===== src/rtl/pe_stream_pkg.sv =====
// pe_stream_pkg: definitions shared by the dot-product PE stream loader.
//   state_e      - sequencer states
//   RESULT_WORD  - BRAM word index holding the dot-product result
//   BYTE_EN_ALL  - full-word byte-enable pattern for BRAM writes
//   bram_words() - number of BRAM words occupied by one frame (2 vectors)
`timescale 1ns/1ps
package pe_stream_pkg;

  typedef enum logic [2:0] {
    ST_IDLE,
    ST_FILL,
    ST_KICK,
    ST_WAIT,
    ST_READ,
    ST_RDWAIT,
    ST_SEND
  } state_e;

  localparam int unsigned RESULT_WORD = 0;
  localparam logic [3:0]  BYTE_EN_ALL = 4'hF;

  // Global vector followed by local vector.
  function automatic int bram_words(input int vector_size);
    return 2 * vector_size;
  endfunction

endpackage


===== src/rtl/pe_stream_loader.sv =====
// pe_stream_loader: streams one frame (global vector then local vector) from
// an AXI-Stream slave into the shared BRAM, kicks the dot-product controller,
// waits for completion, reads the result from word 0 and emits it as a
// single-beat AXI-Stream frame.
// Ports:
//   aclk, aresetn         clock, synchronous active-low reset
//   s_axis_*              input words (tdata/tvalid/tready/tlast)
//   m_axis_*              result beat (tdata/tvalid/tready/tlast)
//   pe_start / pe_done    one-cycle handshake pulses with the PE controller
//   bram_*                BRAM port B (byte address, 1-cycle read latency)
//   busy                  high whenever the loader is not accepting input
//   err_len, err_timeout  sticky error flags, cleared only by reset
`timescale 1ns/1ps
module pe_stream_loader
  import pe_stream_pkg::*;
#(
  parameter int VECTOR_SIZE    = 16,
  parameter int L_RAM_SIZE     = 4,
  parameter int TIMEOUT_CYCLES = 4096
) (
  input  logic        aclk,
  input  logic        aresetn,
  input  logic [31:0] s_axis_tdata,
  input  logic        s_axis_tvalid,
  output logic        s_axis_tready,
  input  logic        s_axis_tlast,
  output logic [31:0] m_axis_tdata,
  output logic        m_axis_tvalid,
  input  logic        m_axis_tready,
  output logic        m_axis_tlast,
  output logic        pe_start,
  input  logic        pe_done,
  output logic [31:0] bram_addr,
  output logic [31:0] bram_wrdata,
  output logic [3:0]  bram_we,
  output logic        bram_en,
  input  logic [31:0] bram_rddata,
  output logic        busy,
  output logic        err_len,
  output logic        err_timeout
);

  localparam int WCNT_W = L_RAM_SIZE + 1;
  localparam int TCNT_W = $clog2(TIMEOUT_CYCLES + 1);
  localparam logic [WCNT_W-1:0] LAST_WORD = WCNT_W'(bram_words(VECTOR_SIZE) - 1);
  localparam logic [TCNT_W-1:0] TCNT_MAX  = TCNT_W'(TIMEOUT_CYCLES);

  state_e             state_q;
  logic [WCNT_W-1:0]  wcnt_q;
  logic [TCNT_W-1:0]  tcnt_q;
  logic [TCNT_W-1:0]  tcnt_d;
  logic [31:0]        result_q;
  logic               err_len_q;
  logic               err_timeout_q;
  logic               fill_hs;

  assign fill_hs = (state_q == ST_FILL) && s_axis_tvalid;
  assign tcnt_d  = tcnt_q + TCNT_W'(1);

  // Outputs are pure decodes of registered state.
  assign s_axis_tready = (state_q == ST_FILL);
  assign pe_start      = (state_q == ST_KICK);
  assign m_axis_tvalid = (state_q == ST_SEND);
  assign m_axis_tlast  = (state_q == ST_SEND);
  assign m_axis_tdata  = result_q;
  assign busy          = (state_q != ST_FILL);
  assign err_len       = err_len_q;
  assign err_timeout   = err_timeout_q;

  // BRAM port: write-through of accepted beats in FILL, a single result read
  // in READ, idle (all zero) otherwise.
  always_comb begin
    bram_en     = 1'b0;
    bram_we     = 4'h0;
    bram_addr   = 32'h0;
    bram_wrdata = 32'h0;
    if (fill_hs) begin
      bram_en     = 1'b1;
      bram_we     = BYTE_EN_ALL;
      bram_addr   = 32'(wcnt_q) << 2;
      bram_wrdata = s_axis_tdata;
    end else if (state_q == ST_READ) begin
      bram_en   = 1'b1;
      bram_addr = 32'(RESULT_WORD) << 2;
    end
  end

  always_ff @(posedge aclk) begin
    if (!aresetn) begin
      state_q       <= ST_IDLE;
      wcnt_q        <= '0;
      tcnt_q        <= '0;
      result_q      <= 32'h0;
      err_len_q     <= 1'b0;
      err_timeout_q <= 1'b0;
    end else begin
      case (state_q)
        ST_IDLE: begin
          wcnt_q  <= '0;
          tcnt_q  <= '0;
          state_q <= ST_FILL;
        end
        ST_FILL: begin
          if (s_axis_tvalid) begin
            if (wcnt_q == LAST_WORD) begin
              // Full frame: run it even if tlast is missing, but flag it.
              if (!s_axis_tlast) err_len_q <= 1'b1;
              state_q <= ST_KICK;
            end else if (s_axis_tlast) begin
              // Short frame: abandon the partial data, never start the PE.
              err_len_q <= 1'b1;
              state_q   <= ST_IDLE;
            end else begin
              wcnt_q <= wcnt_q + WCNT_W'(1);
            end
          end
        end
        ST_KICK: state_q <= ST_WAIT;
        ST_WAIT: begin
          if (pe_done) begin
            state_q <= ST_READ;
          end else if (tcnt_d == TCNT_MAX) begin
            err_timeout_q <= 1'b1;
            state_q       <= ST_IDLE;
          end else begin
            tcnt_q <= tcnt_d;
          end
        end
        ST_READ:   state_q <= ST_RDWAIT;
        ST_RDWAIT: begin
          // Read issued in READ arrives one cycle later.
          result_q <= bram_rddata;
          state_q  <= ST_SEND;
        end
        ST_SEND: begin
          if (m_axis_tready) state_q <= ST_IDLE;
        end
        default: state_q <= ST_IDLE;
      endcase
    end
  end

endmodule


===== config.mk =====
export PLATFORM = sky130hd
export DESIGN_NAME = pe_stream_loader
export DESIGN_NICKNAME = d
export VERILOG_FILES = /design/src/rtl/pe_stream_pkg.sv /design/src/rtl/pe_stream_loader.sv
export SDC_FILE = /design/constraint.sdc
export NUM_CORES = 1
export LEC_CHECK = 0
export CAP_MARGIN = 0
export CORE_MARGIN = 2
export CORE_UTILIZATION = 41
export CTS_CLUSTER_SIZE = 8
export DETAILED_ROUTE_END_ITERATION = 8
export PLACE_DENSITY = 0.86
export REMOVE_ABC_BUFFERS = 1
export SYNTH_ARGS = -nofsm -noshare
export SYNTH_HDL_FRONTEND = slang
export SYNTH_SLANG_ARGS = --single-unit
export TNS_END_PERCENT = 10

===== constraint.sdc =====
create_clock -name aclk -period 5 [get_ports aclk]
set_input_delay 0.75 -clock aclk [delete_from_list [all_inputs] [get_ports aclk]]
set_output_delay 0.75 -clock aclk [all_outputs]
set_load 0.01 [all_outputs]

# [Word-level counts from Yosys, hierarchy flattened]
# Index checks and enable logic that the tools add are counted.
[totals] regBits=55 inputBits=70 out_inout_bits=108 wordCells=59
[classes] add_sub_neg=2 n_eq_ne=18 muxes=22 n_bitwise=1 n_reduce_logical=10
[ops] cell="$mux W32" count=1
[ops] cell="$mux W13" count=2
[ops] cell="$pmux W13 S2" count=1
[ops] cell="$pmux W3 S7" count=1
[ops] cell="$mux W3" count=6
[ops] cell="$mux W5" count=3
[ops] cell="$ne A2 B2 Y1 const B" count=7
[ops] cell="$add A13 B1 Y13 const B" count=1
[ops] cell="$eq A13 B13 Y1 const B" count=1
[ops] cell="$reduce_and A4 Y1" count=3
[ops] cell="$pmux W5 S2" count=1
[ops] cell="$eq A3 B3 Y1 const B" count=3
[ops] cell="$mux W7" count=1
[ops] cell="$eq A3 B2 Y1 const B" count=2
[ops] cell="$ne A3 B1 Y1 const B" count=2
[ops] cell="$reduce_and A3 Y1" count=2
[ops] cell="$reduce_bool A2 Y1" count=3
[ops] cell="$add A5 B1 Y5 const B" count=1
[ops] cell="$eq A5 B5 Y1 const B" count=1
[ops] cell="$mux W1" count=5
[ops] cell="$mux W4" count=1
[ops] cell="$eq A3 B1 Y1 const B" count=1
[ops] cell="$logic_not A3 Y1" count=1
[ops] cell="$ne A3 B3 Y1 const B" count=1
[ops] cell="other kinds (2)" count=2

# [Longest topological paths before layout]
# Gate-level depths: netlist of run 1.
[logic_depth] ltp_word=5 depth_mapped=9

# [Worst setup path before layout of run 1]
# No wires, ideal clock.
[synth_path] path_kind="register -> register" start="register tcnt_q[0]" end="register tcnt_q[5]" arrival_time_ps=2104 required_time_ps=4899 setup_slack_ps=2795 path_stages_with_launch=9 n_path_buf=0 synth_period_minus_slack_ps=2205 path_cell_list="dfxtp_1 > ha_1 > nand2_1 > or2_1 > xnor2_1 > or4_4 > o31ai_4 > o211ai_1 > o41ai_1"
[synth_between] elab_chain_cells=4 word_cells_on_any_way=7 classes_between="add/sub: 1; eq/ne: 2; mux: 3; reduce/logical: 1"
[synth_lines] element="start, declared" line_no="pe_stream_loader.sv:50" rtl="logic [TCNT_W-1:0] tcnt_q;"
[synth_lines] element="start signal, assigned" line_no="pe_stream_loader.sv:126" rtl="tcnt_q <= tcnt_d;"
[synth_lines] element="$add A13 B1 Y13 (*)" line_no="pe_stream_loader.sv:58" rtl="assign tcnt_d = tcnt_q + TCNT_W'(1);"
[synth_lines] element="$eq A13 B13 Y1 or $mux W13 (tied branches)" line_no="pe_stream_loader.sv:122" rtl="end else if (tcnt_d == TCNT_MAX) begin"
[synth_lines] element="$ne A2 B2 Y1 (no line) or $mux W13 (tied branches)"
[synth_lines] element="$reduce_and A3 Y1 (no line) or $pmux W13 S2 (tied branches)"
# Mark *: on every way between the ends. The rest lies on a longest branch, timed or not. The select of a mux whose other input is x is not followed.
# A chain may end at the register's enable or synchronous reset.

# [Worst setup path in the final report of run 1]
[layout_path] start="input port s_axis_tvalid" end="output port bram_we[2]"
[layout_between] elab_chain_cells=2
[layout_lines] element="start, declared" line_no="pe_stream_loader.sv:24" rtl="input logic s_axis_tvalid,"
[layout_lines] element="$logic_and A1 B1 Y1" line_no="pe_stream_loader.sv:57" rtl="assign fill_hs = (state_q == ST_FILL) && s_axis_tvalid;"
[layout_lines] element="$mux W4" line_no="pe_stream_loader.sv:77" rtl="if (fill_hs) begin"
[layout_lines] element="end, declared" line_no="pe_stream_loader.sv:35" rtl="output logic [3:0] bram_we,"
# No other way between the ends.

==> impl_metrics.toml, run 1 <==
[status]
status = "finished clean"

[route]
firstDrtPassIters = 5
wl_per_cell_um = 13.9
detail-route-antenna-nets = 0
drc = 0
via_per_inst = 4.98
drtIter0Drc = 199
vias = 3156
routed_wl_um = 8820

[die]
dieWidth_um = 90.7
core_mm2 = 0.00725
initial_core_util_pct = 42.5
fp.dieArea_mm2 = 0.00822
placementRows = 31
die_y_um = 90.7
ioPinCount = 178

[synth]
synth_cell_types = 50
syn_area_mm2 = 0.00308
ys.flop_type = "dfxtp_1"
avgSynthCellArea_um2 = 7.53
syn_inst = 409
synth_edf_count = 0
async_flop_share_pct = 0
seq_area_frac_synth_pct = 35.7
yosys.area.top_type = "dfxtp_1"
yosys-top-cells-area = "dfxtp_1 (36%), nand2_1 (10%), buf_4 (8.5%), and3_1 (8.1%), a21oi_1 (7.3%)"
yosys_warnings = 0
synth_top_cell_area_share_pct = 35.7
ys_seq_elements = 55

[clock_network]
ctsResizeCount = 0
clkSlewWorstSetupHoldPaths_ns = 0.11
root_buffer = "clkbuf_8"
clkLatencyLatePin_ns = 0.32
cts_hold_buffers = 0
cts_tree = "done"
cts_inserted_buffers = 5
cts_sinks = 55
htreeDepth = 2
clockBufferDepth = 2
cts_setup_buffers = 0

[layout]
n_fill_cell = 666
diodes = 0
drive_above_1_share_pct = 3.74
nNetsFinal = 608
fin_area_mm2 = 0.00458
syn_to_final_growth_pct = 48.6

[setup_path]
r2r-start = "tcnt_q[0]"
critPathMostFrequentCell = "clkdlybuf4s50_1"
cpMaxStageDelayCell = "clkdlybuf4s50_1"
criticalPathCategory = "input pin to primary output"
cp.arrival_ns = 2.87
crit_path_start_kind = "input pin"
cp.buffers_inverters = 2
critical-path-top-delay-family = "buffers and inverters"
crit_path_max_fanout = 41
worstPathCellList = "clkdlybuf4s50_1 > and2_1 > clkdlybuf4s50_1"
endpoint_kind = "primary output"
r2r_end = "tcnt_q[2]"
max_stage_delay_ns = 1.12
cp.required_ns = 4.25
worstRegToRegCells = 8
reg2reg_slack_ns = 2.45

[timing]
whs_ns = 0.458
min_period_over_period_pct = 72.3
max_slew.worst_pin.slew_ns = 1.09
finalSetupViolations = 0
skew_ns = 0.0100
setup_tns_ns = 0
hold_viol_final = 0
post-route-min-period_ns = 3.62
slew_headroom_pct = 27.4
fmax_mhz = 277
drv_slew = 0
rsz0062_at_grt = "no"

[hold_path]
worstHoldStart = "m_axis_tdata[13]"
min_to = "m_axis_tdata[13]"
holdPathStages = 2
hp-class = "register to register"

[global_route]
grt_pass1_wl_um = 14700
track_usage_pct = 21.3
grt_pass1_vias = 2979
grt_max_degree = 42
antenna_found_initial = 0
grt-ovfl-total = 0

[place]
place.gp.congestion = 0.897
placedInstanceArea_mm2 = 0.00446
dp_hpwl_um = 6640
io_buffers = 150

[power_and_ir_drop]
leakage_uw = 0.00177
max-vdd-ir-drop_uv = 183
p_per_area_mw_per_mm2 = 196
power_uw = 898

[flow_run]
drv_cap = 0
## placed cells by master, fill, tap and decap left out, types with 7 or more instances in the layout
cell,Yosys,layout
dfxtp_1,55,55
nor2_1,23,22
and3_1,40,40
o21ai_1,7,7
nand2_1,85,85
o21ai_0,8,8
clkdlybuf4s50_1,0,150
conb_1,1,27
nand3_1,8,8
a21oi_1,45,45
## worst reg2reg max path, cell delays in order, from the launching register on
cell and delay, ns:
dfxtp_1 0.43, ha_1 0.28, and2_1 0.25, and3_1 0.23, a31o_1 0.18, or4b_4 0.48, nor3_4 0.35, o21ai_1 0.12
a21oi_1 0.15
## how the worst max path moves through the flow
stage	from	to	slack, ns	cells after the start
global route	s_axis_tvalid	bram_we[3]	1.25	3
detailed placement	s_axis_tvalid	bram_we[2]	1.43	3
CTS	s_axis_tvalid	bram_we[2]	1.41	3
finish	s_axis_tvalid	bram_we[2]	1.38	3
global placement	s_axis_tvalid	bram_we[2]	1.49	3
floorplan	state_q[0]	bram_we[0]	1.97	3
## flip-flops by register name, indices dropped and copies added, names as in the netlist
name,count
tcnt_q,13
m_axis_tdata,32
err_timeout,1
wcnt_q,5
err_len,1
state_q,3
## per-layer routing
metal	routed length (um)	GRT usage, %	vias up	share of wire, %
li1	-	-	1584	-
met1	3790	26.4	1452	43
met2	4280	35.8	111	49
met3	669	6.34	9	7.6
met4	78	5.77	0	0.88
met5	0	0	-	0
## power by group
group          total [uW]  switching, uW  internal (uW)  leakage (uW)
Sequential            441           2.13            439      0.000443
Clock                 316            161            155     0.0000607
Combinational         141           58.7           81.9       0.00126
## area by class of cell
type | instances | area [um2] | area share, %
multi-input cells | 315 | 1700 | 37.0
repair buffers | 153 | 1520 | 33.3
flip-flops and latches | 55 | 1100 | 24.1
well taps | 99 | 124 | 2.71
clock buffers | 5 | 68.8 | 1.50
clock inverters | 3 | 50.0 | 1.09
inverters | 4 | 15.0 | 0.328
## per-stage QoR
stage	cells	worst slack, ns	utilization [%]
floorplan	374	1.97	-
global placement	626	1.49	61.5
detailed placement	626	1.43	61.5
CTS	634	1.41	63.1
global route	634	1.25	63.1
finish	634	1.38	63.1
## synthesized netlist by cell type (2+ instances only)
library cell and n:
a21oi_1 45, a221oi_1 2, a22oi_1 4, a311oi_1 2, and2_1 5, and3_1 40, buf_4 35, clkbuf_1 24
dfxtp_1 55, ha_1 4, inv_1 3, nand2_1 85, nand3_1 8, nand3b_1 2, nand4_1 4, nor2_1 23
nor2b_1 5, nor3_1 5, o21ai_0 8, o21ai_1 7, or2_1 3, or3_1 5, xnor2_1 5, xor2_1 4
## kinds of logic after synthesis
logic type / after synthesis / share of synthesized area (%)
AND/OR/NAND/NOR: 192 / 30.8
adder cells (fa/ha/maj): 4 / 1.62
XOR/XNOR: 9 / 2.56
flip-flops: 55 / 35.7
AO/OA/AOI/OAI: 82 / 16.4
buffers and inverters: 65 / 12.5
multiplexers: 1 / 0.325
other: 1 / 0.122
Note: power is estimated with default switching activity, not from simulation.
==> run 2: changes to the inputs <==
- CORE_UTILIZATION: 41 -> 35
- PLACE_DENSITY: 0.86 -> 0.78
- clock period: 5 -> 3.2 ns (I/O delays scaled with it)
==> run 2 against run 1 <==
  * Sequential power increased by 56%
  * Global-route usage down 4.4 points
  * Non-clock buffer count increased by 2
  * Register-to-register slack worse by 1.7 ns
  * Utilization fell by 10 points
  * Clock skew hardly changed
  * Critical path type is now register to primary output
  * Largest power group unchanged
==> impl_metrics.toml, run 2 (synthesized netlist as in run 1, its figures left out) <==
[timing]
fmax_mhz = 341
setup_tns_ns = 0
rsz0062_at_grt = "no"
min_period_over_period_pct = 91.7
skew_ns = 0.0102
setup_slack_ns = 0.264
hold_viol_final = 0
drv_slew = 0
finalSetupViolations = 0
slew_headroom_pct = 29.0
post-route-min-period_ns = 2.94
max_slew.worst_pin.slew_ns = 1.07

[place]
dp_hpwl_um = 6430
io_buffers = 150
placedInstanceArea_mm2 = 0.00449
place.gp.congestion = 0.924
dp_slack_ns = 0.602

[power_and_ir_drop]
pwr-share-comb_pct = 16.9
switching_share_pct = 25.5
clockPowerShare_pct = 30.3
leakage_uw = 0.00177
power_uw = 1310
internal-power_uw = 974
p_seq_share_pct = 52.7
power_switching_uw = 334
p_per_area_mw_per_mm2 = 286
max-vdd-ir-drop_uv = 183

[route]
detail-route-antenna-nets = 0
firstDrtPassIters = 4
routed_wl_um = 8640
drc = 0
drtIter0Drc = 180
vias = 3160
wl_per_cell_um = 13.4
via_per_inst = 4.90

[setup_path]
cp.buffers_inverters = 2
critical-path-top-delay-family = "buffers and inverters"
criticalPathCategory = "register to primary output"
worstSetupPathDepth = 5
worstRegToRegCells = 8
crit_path_max_fanout = 41
crit_path_start_kind = "register"
worstPathCellList = "nor2b_1 > nor2b_2 > buf_4 > and2_1 > clkdlybuf4s50_1"
cp.arrival_ns = 2.46
cp.required_ns = 2.72
reg2reg_slack_ns = 0.73
cpMaxStageDelayCell = "clkdlybuf4s50_1"
max_stage_delay_ns = 0.58
endpoint_kind = "primary output"

[die]
initial_core_util_pct = 35.7
core_mm2 = 0.00864
dieWidth_um = 97.8
fp.dieArea_mm2 = 0.00957
die_y_um = 97.8
placementRows = 34
ioPinCount = 178

[layout]
syn_to_final_growth_pct = 48.7
largest_register_ffs = 32
drive_above_1_share_pct = 4.28
diodes = 0
fin_area_mm2 = 0.00458
nNetsFinal = 610
final_common_cell = "clkdlybuf4s50_1"
final_cell_mix = "clkdlybuf4s50_1 (150), nand2_1 (85), dfxtp_1 (55)"

[global_route]
track_usage_pct = 16.9
grt_pass1_wl_um = 13700
grt-ovfl-total = 0
grt_max_degree = 42
grt_pass1_vias = 2898
antenna_found_initial = 0

[clock_network]
cts_setup_buffers = 0
clockBufferDepth = 2
cts_tree = "done"
cts_inserted_buffers = 5
cts_hold_buffers = 0
clkLatencyLatePin_ns = 0.31
ctsResizeCount = 0
htreeDepth = 2
clkSlewWorstSetupHoldPaths_ns = 0.11
root_buffer = "clkbuf_8"
cts_sinks = 55

[hold_path]
holdPathStages = 2
hp-class = "register to register"

[status]
status = "finished clean"

[flow_run]
drv_cap = 0
## run 2: layer usage
| layer | track usage (%) | vias up | wire length, um |
|---|---|---|---|
| met3 | 5.51 | 4 | 615 |
| met4 | 3.85 | 0 | 42 |
| met5 | 0 | - | 0 |
| met1 | 21.6 | 1452 | 3810 |
| li1 | - | 1593 | - |
| met2 | 27.9 | 111 | 4180 |
## run 2: tightest hold or removal path, stage by stage (launching register included)
cell and delay, ns:
dfxtp_1 0.32, nand2_1 0.05, a21oi_1 0.05
## run 2: through the flow
step / hold slack, ns / instances / util, %
after floorplan: 0.440 / 374 / -
after global placement: 0.441 / 637 / 52.0
after detailed placement: 0.445 / 637 / 52.0
after CTS: 0.459 / 645 / 53.0
after global routing: 0.478 / 645 / 53.0
final: 0.458 / 645 / 53.0
## run 2: path summary, 6_finish.rpt
kind	startpoint	endpoint
worst max-delay path	state_q[0]	bram_we[2]
worst min-delay path	m_axis_tdata[11]	m_axis_tdata[11]
worst max register to register	tcnt_q[0]	tcnt_q[5]
worst min register to register	m_axis_tdata[11]	m_axis_tdata[11]
## run 2: power by group through the flow
| stage | registers, uW | clock network (uW) | logic [uW] |
|---|---|---|---|
| floorplan | 705 | 0 | 69.4 |
| global placement | 705 | 0 | 217 |
| detailed placement | 705 | 0 | 220 |
| CTS | 690 | 412 | 221 |
| global route | 691 | 443 | 237 |
| finish | 690 | 397 | 221 |
## run 2: cell type report
cell class	count	area [um2]
Fill cell	784	4060
Inverter	4	15.0
Multi-Input combinational cell	315	1700
Sequential cell	55	1100
Clock inverter	3	22.5
Timing Repair Buffer	155	1540
Clock buffer	5	68.8
Tap cell	108	135
==> run 3: changes to the inputs <==
- CORE_UTILIZATION: 35 -> 38
- PLACE_DENSITY: 0.78 -> 0.8
- clock period: 3.2 -> 3.1 ns (I/O delays scaled with it)
==> run 3 against run 2 <==
  * Design area rose by 1.1%
  * Wire length increased by 3.0%
  * Clock power increased by 26%
  * Combinational power grew 6%
  * Sequential share of layout area shrank 0.26 points
  * Worst setup slack worse by 0.0075 ns
  * Sequential power up 2.9%
  * Worst hold slack got worse by 0.0016 ns
  * Critical endpoint is now bram_we[0]
==> impl_metrics.toml, run 3 (synthesized netlist as in run 1, its figures left out) <==
[global_route]
grt_pass1_vias = 2965
track_usage_pct = 19.5
grt_pass1_wl_um = 14000
antenna_found_initial = 0
grt-ovfl-total = 0
grt_max_degree = 41

[power_and_ir_drop]
p_per_area_mw_per_mm2 = 312
p_seq_share_pct = 49.1
pwr-share-comb_pct = 16.3
internal-power_uw = 1110
clockPowerShare_pct = 34.6
power_switching_uw = 333
leakage_uw = 0.00179
switching_share_pct = 23.1
max-vdd-ir-drop_uv = 322

[route]
vias = 3155
drc = 0
detail-route-antenna-nets = 0
via_per_inst = 4.92
routed_wl_um = 8900
wl_per_cell_um = 13.9
drtIter0Drc = 185
firstDrtPassIters = 4

[hold_path]
min_to = "m_axis_tdata[8]"
holdPathStages = 2
hp-class = "register to register"
worstHoldStart = "m_axis_tdata[8]"

[die]
core_mm2 = 0.00781
fp.dieArea_mm2 = 0.00884
initial_core_util_pct = 39.5
ioPinCount = 178
placementRows = 32
dieWidth_um = 94.0
die_y_um = 94.0

[timing]
rsz0062_at_grt = "no"
min_period_over_period_pct = 91.7
finalSetupViolations = 0
skew_ns = 0.00789
drv_slew = 0
hold_viol_final = 0
fmax_mhz = 352
setup_tns_ns = 0
post-route-min-period_ns = 2.84

[layout]
seq_area_mm2 = 0.00110
final_cells = 641
diodes = 0
drive_above_1_share_pct = 4.64
multi_input_area_mm2 = 0.00170
final_cell_mix = "clkdlybuf4s50_1 (150), nand2_1 (85), dfxtp_1 (55)"
final_common_cell = "clkdlybuf4s50_1"
largest_register_ffs = 32
n_fill_cell = 710
nNetsFinal = 612
syn_to_final_growth_pct = 50.3

[setup_path]
r2r-start = "tcnt_q[0]"
crit_path_start_kind = "register"
endpoint_kind = "primary output"
cp-startpoint = "state_q[2]"
criticalPathCategory = "register to primary output"
worstPathCellList = "nor2b_2 > nor2b_1 > buf_12 > and2_1 > clkdlybuf4s50_1"
worstRegToRegCells = 8
cp.required_ns = 2.63
max_stage_delay_ns = 0.60
cp.arrival_ns = 2.38
critical-path-top-delay-family = "buffers and inverters"
reg2reg_slack_ns = 0.55
crit_path_max_fanout = 40
r2r_end = "tcnt_q[5]"
cpMaxStageDelayCell = "clkdlybuf4s50_1"
cp.buffers_inverters = 2

[place]
dp.cells = 633
io_buffers = 150
place.gp.congestion = 0.855
dp_hpwl_um = 6690

[clock_network]
clkLatencyLatePin_ns = 0.31
cts_tree = "done"
clkSlewWorstSetupHoldPaths_ns = 0.10
cts_sinks = 55
clockBufferDepth = 2
cts_inserted_buffers = 5
root_buffer = "clkbuf_8"
htreeDepth = 2

[status]
status = "finished clean"

[flow_run]
drv_cap = 0
==> run 3: layer usage <==
| layer | GRT usage [%] | part of all wire, % | vias to the layer above |
|---|---|---|---|
| met3 | 4.65 | 6.0 | 9 |
| li1 | - | - | 1591 |
| met5 | 0 | 0 | - |
| met1 | 25.9 | 44 | 1462 |
| met2 | 31.2 | 49 | 93 |
| met4 | 6.52 | 1.1 | 0 |
==> run 3: how the worst max path moves through the flow <==
stage	endpoint	depth (start not counted)
floorplan	bram_we[0]	3
global placement	bram_en	5
detailed placement	bram_en	5
CTS	bram_we[0]	5
global route	bram_we[0]	5
finish	bram_we[0]	5
==> run 3: metrics by stage <==
stage	hold slack, ns	power [uW]	instance area [um2]	util [%]	setup slack, ns
detailed placement	0.447	959	4510	57.7	0.456
global route	0.479	1510	4630	59.3	0.0812
global placement	0.442	957	4510	57.7	0.482
CTS	0.461	1460	4630	59.3	0.170
finish	0.456	1440	4630	59.3	0.257
floorplan	0.440	799	2810	-	0.351
==> run 3: area by class of cell <==
class,instances,share of cell area [%]
repair buffers,157,33.8
clock buffers,6,1.78
flip-flops and latches,55,23.8
inverters,4,0.324
multi-input cells,315,36.7
well taps,102,2.76
clock inverters,2,0.838
==> run 3: power by group through the flow <==
stage / Combinational, uW / Sequential [uW] / Clock, uW
2_1_floorplan: 71.6 / 728 / 0
3_3_place_gp: 230 / 726 / 0
3_5_place_dp: 233 / 726 / 0
4_1_cts: 234 / 710 / 513
5_1_grt: 252 / 710 / 543
6_report: 235 / 710 / 500
==> run 3: tightest hold or removal path, delay by kind of cell (launching register included) <==
kind / cells / cell delay, ns
compound gates: 1 / 0.05
simple gates: 1 / 0.05
flops: 1 / 0.32
==> run 3: repair_timing <==
item                                    CTS  global route
hold buffers                              0             0
endpoints found under the setup margin    0             4
resized for setup                         0             1
hold endpoints to repair                  0             0
buffers inserted                          0             0
